`src/rtl/conv_encoder_k3.sv`:
```
// Rate-1/2, K=3 convolutional encoder (G0 = 7, G1 = 5) with a single-stage output
// register and optional two-bit zero tail that flushes the trellis back to state 00.
module conv_encoder_k3 #(
    parameter bit TAIL_EN = 1'b1
) (
    input  logic       clk,
    input  logic       rst,
    input  logic       in_valid,
    output logic       in_ready,
    input  logic       in_bit,
    input  logic       in_last,
    output logic       out_valid,
    input  logic       out_ready,
    output logic [1:0] out_symbol,
    output logic       out_last,
    output logic       busy
);

    typedef enum logic [1:0] {IDLE, DATA, TAIL} state_t;

    state_t     state, state_next;
    logic [1:0] trellis, trellis_next;
    logic       tail_cnt, tail_cnt_next;
    logic [1:0] symbol_next;
    logic       valid_next, last_next;
    logic       load, in_fire, u;
    logic [1:0] code;

    assign load     = !out_valid || out_ready;
    assign in_ready = (state != TAIL) && load;
    assign in_fire  = in_valid && in_ready;
    assign busy     = (state == TAIL) || out_valid;

    // Tail symbols are the same trellis step with the input forced to zero.
    assign u    = (state == TAIL) ? 1'b0 : in_bit;
    assign code = {u ^ trellis[1] ^ trellis[0], u ^ trellis[0]};

    always_ff @(posedge clk) begin
        if (rst) begin
            state      <= IDLE;
            trellis    <= 2'b00;
            tail_cnt   <= 1'b0;
            out_valid  <= 1'b0;
            out_symbol <= 2'b00;
            out_last   <= 1'b0;
        end else begin
            state      <= state_next;
            trellis    <= trellis_next;
            tail_cnt   <= tail_cnt_next;
            out_valid  <= valid_next;
            out_symbol <= symbol_next;
            out_last   <= last_next;
        end
    end

    always_comb begin
        state_next    = state;
        trellis_next  = trellis;
        tail_cnt_next = tail_cnt;
        symbol_next   = out_symbol;
        valid_next    = out_valid;
        last_next     = out_last;

        if (load) begin
            valid_next = 1'b0;
            last_next  = 1'b0;
        end

        case (state)
            IDLE, DATA: begin
                if (in_fire) begin
                    valid_next   = 1'b1;
                    symbol_next  = code;
                    trellis_next = {u, trellis[1]};
                    if (!in_last) begin
                        state_next = DATA;
                    end else if (TAIL_EN) begin
                        state_next    = TAIL;
                        tail_cnt_next = 1'b0;
                    end else begin
                        // Without a tail the trellis is cleared directly so the next frame starts at 00.
                        state_next   = IDLE;
                        trellis_next = 2'b00;
                        last_next    = 1'b1;
                    end
                end
            end
            TAIL: begin
                if (load) begin
                    valid_next   = 1'b1;
                    symbol_next  = code;
                    trellis_next = {1'b0, trellis[1]};
                    if (tail_cnt) begin
                        last_next     = 1'b1;
                        tail_cnt_next = 1'b0;
                        state_next    = IDLE;
                    end else begin
                        tail_cnt_next = 1'b1;
                    end
                end
            end
            default: state_next = IDLE;
        endcase
    end

endmodule

```
`config.mk`:
```
export PLATFORM = sky130hd
export DESIGN_NAME = conv_encoder_k3
export DESIGN_NICKNAME = d
export VERILOG_FILES = /design/src/rtl/conv_encoder_k3.sv
export SDC_FILE = /design/constraint.sdc
export NUM_CORES = 1
export LEC_CHECK = 0
export ABC_AREA = 1
export BUFFER_PORTS_ARGS = -buffer_cell sky130_fd_sc_hd__buf_2
export CORE_AREA = 2 2 39 41
export DETAILED_ROUTE_END_ITERATION = 10
export DIE_AREA = 0 0 41 43
export HOLD_SLACK_MARGIN = 0.12
export PLACE_DENSITY = 0.67
export SLEW_MARGIN = 0
export SYNTH_ARGS = -nofsm -noshare
export SYNTH_HDL_FRONTEND = slang
export SYNTH_SLANG_ARGS = --single-unit
```
`constraint.sdc`:
```
create_clock -name clk -period 2.7 [get_ports clk]
set_input_delay 0.81 -clock clk [delete_from_list [all_inputs] [get_ports clk]]
set_output_delay 0.81 -clock clk [all_outputs]
set_load 0.005 [all_outputs]
```
==> impl_metrics.ini <==
[logic_synthesis]
synth.distinct_cells = 13
ys_seq_area_frac = 0.390
syn-cell-area_um2 = 462
synth_top_area_frac = 0.390
synth.area.top_cells = dfxtp_1 (39%), nand2_1 (20%), inv_1 (9.8%)
synth_seq_cells = 9
syn_area_per_cell_um2 = 6.41
yosysWarnings = 0
yosysTopAreaCell = dfxtp_1
synth.net_count = 78
netlist_instances = 72

[critical_path]
startpoint_type = input pin
worst-setup-path-type = input pin to output port
crit_fanout = 6
critPathArrivalTime_ns = 1.36
crit_required_ns = 1.89
cp-end-kind = output port

[finish]
seq_area_um2 = 180
fill_cells = 152
drive_above_1_share = 0.207
fin_util = 0.407
nNetsFinal = 94
diodes = 0
mostFrequentLayoutCells = nand2_1 (24), inv_1 (12), buf_2 (11), dfxtp_1 (9), nor2_1 (8)
layout_commonest_cell = nand2_1
fin_area_um2 = 563
stdcell_count = 103
syn_to_final_growth_pct = 22.0
multi_input_area_um2 = 233

[cts]
cts_root_buf = clkbuf_4
post-cts-setup-buffers = 0
path_clk_slew_ns = 0.06
htree_num_levels = 1
cts_made_buffers = 3
cts_tree = yes
clock-sinks = 9
post_cts_resized = 0
clock_latency_ns = 0.27
cts_hold_buf = 0
cts_max_path_buffers = 2

[power_and_ir_drop]
leakage_nw = 0.309
total_power_uw = 373
powerDensity_mw_per_mm2 = 663
ir_drop_mv = 0.281

[sta]
fin_skew_ns = 0.00307
rsz0062_at_grt = no
drv_slew = 0
maxSlewHeadroom = 0.852
hold_viol = 0
setup_tns_ns = 0
final_min_period_over_clock_period = 0.804
worstMarginPinSlew_ns = 0.222
min_period_ns = 2.17
fmax_ghz = 0.461
setup_viol = 0

[run_status]
status = completed

[detailed_routing]
drc = 0
viasPerCell = 4.59
vias = 473
wl_per_cell_um = 8.70
finalWirelength_um = 896
dr.first_iter.drc_count = 6
final_antenna_net_count = 0
dr.pass1.iters = 4

[placed_design]
place_congestion = 0.728
placed_area_um2 = 537
port_buffers = 11
dp.cells = 99
dpl.hpwl_um = 704

[global_route]
grt_pass1_vias = 410
grt_max_degree = 9
grt_overflow = 0
grt_use_total = 0.137
antenna_found_initial = 0
grt_pass1_wl_um = 1570

[floorplanning]
num_io_pins = 12
die_w_um = 41
die_area_mm2 = 0.00176
start_util = 0.334
rows = 14
coreArea_mm2 = 0.00138
fp.dieH_um = 43

[job]
cap_viol_max_count = 0

[worst_hold_path]
hp-class = flip-flop to flip-flop
==> final timing paths <==
kind / startpoint / endpoint / slack [ns] / cells past startpoint
worst max-delay path: out_ready / in_ready / 0.53 / 6
worst min-delay path: tail_cnt / flip-flop / 0.48 / 2
worst max register to register: state[1] / state[1] / 1.57 / 7
worst min register to register: tail_cnt / flip-flop / 0.48 / 2
==> cells in the mapped netlist <==
| master | count |
|---|---|
| a21oi_1 | 7 |
| dfxtp_1 | 9 |
| inv_1 | 12 |
| inv_2 | 1 |
| nand2_1 | 24 |
| nand2_4 | 1 |
| nand3_1 | 3 |
| nand3_4 | 1 |
| nand4_1 | 1 |
| nor2_1 | 8 |
| o21ai_0 | 3 |
| or2_0 | 1 |
| or2_2 | 1 |
==> per-stage QoR <==
stage	hold slack, ns	setup WS, ns
6_report	0.481	0.530
5_1_grt	0.501	0.445
4_1_cts	0.483	0.523
3_5_place_dp	0.473	0.523
3_3_place_gp	0.469	0.543
2_1_floorplan	0.446	0.763
==> where the power goes <==
group | leakage (nW) | switching, mW | internal (mW) | total, mW
Clock | 0.0150 | 0.0507 | 0.0572 | 0.108
Sequential | 0.0743 | 0.0116 | 0.150 | 0.162
Combinational | 0.219 | 0.0611 | 0.0421 | 0.103
Total | 0.309 | 0.123 | 0.250 | 0.373
==> area by class of cell <==
type / count / share of cell area
Multi-Input combinational cell: 50 / 0.413
Sequential cell: 9 / 0.320
Timing Repair Buffer: 11 / 0.0978
Inverter: 13 / 0.0867
Clock buffer: 4 / 0.0467
Tap cell: 16 / 0.0356
==> layer usage <==
metal,track usage,share of wire,vias up
li1,-,-,254
met1,0.166,0.44,207
met2,0.181,0.47,7
met3,0.0314,0.045,5
met4,0.140,0.047,0
met5,0,0,-
==> cells by family after synthesis <==
group | count (synthesis) | synth area share
DFF | 9 | 0.390
AOI/OAI and AO/OA | 10 | 0.108
buffers and inverters | 13 | 0.106
and+or+nand+nor | 40 | 0.396
==> worst max-delay path: stages <==
cell     delay (ns)
buf_2          0.09
inv_1          0.04
nand2_1        0.14
nand2_1        0.11
inv_1          0.05
buf_2          0.12
(Power assumes the default switching activity.)
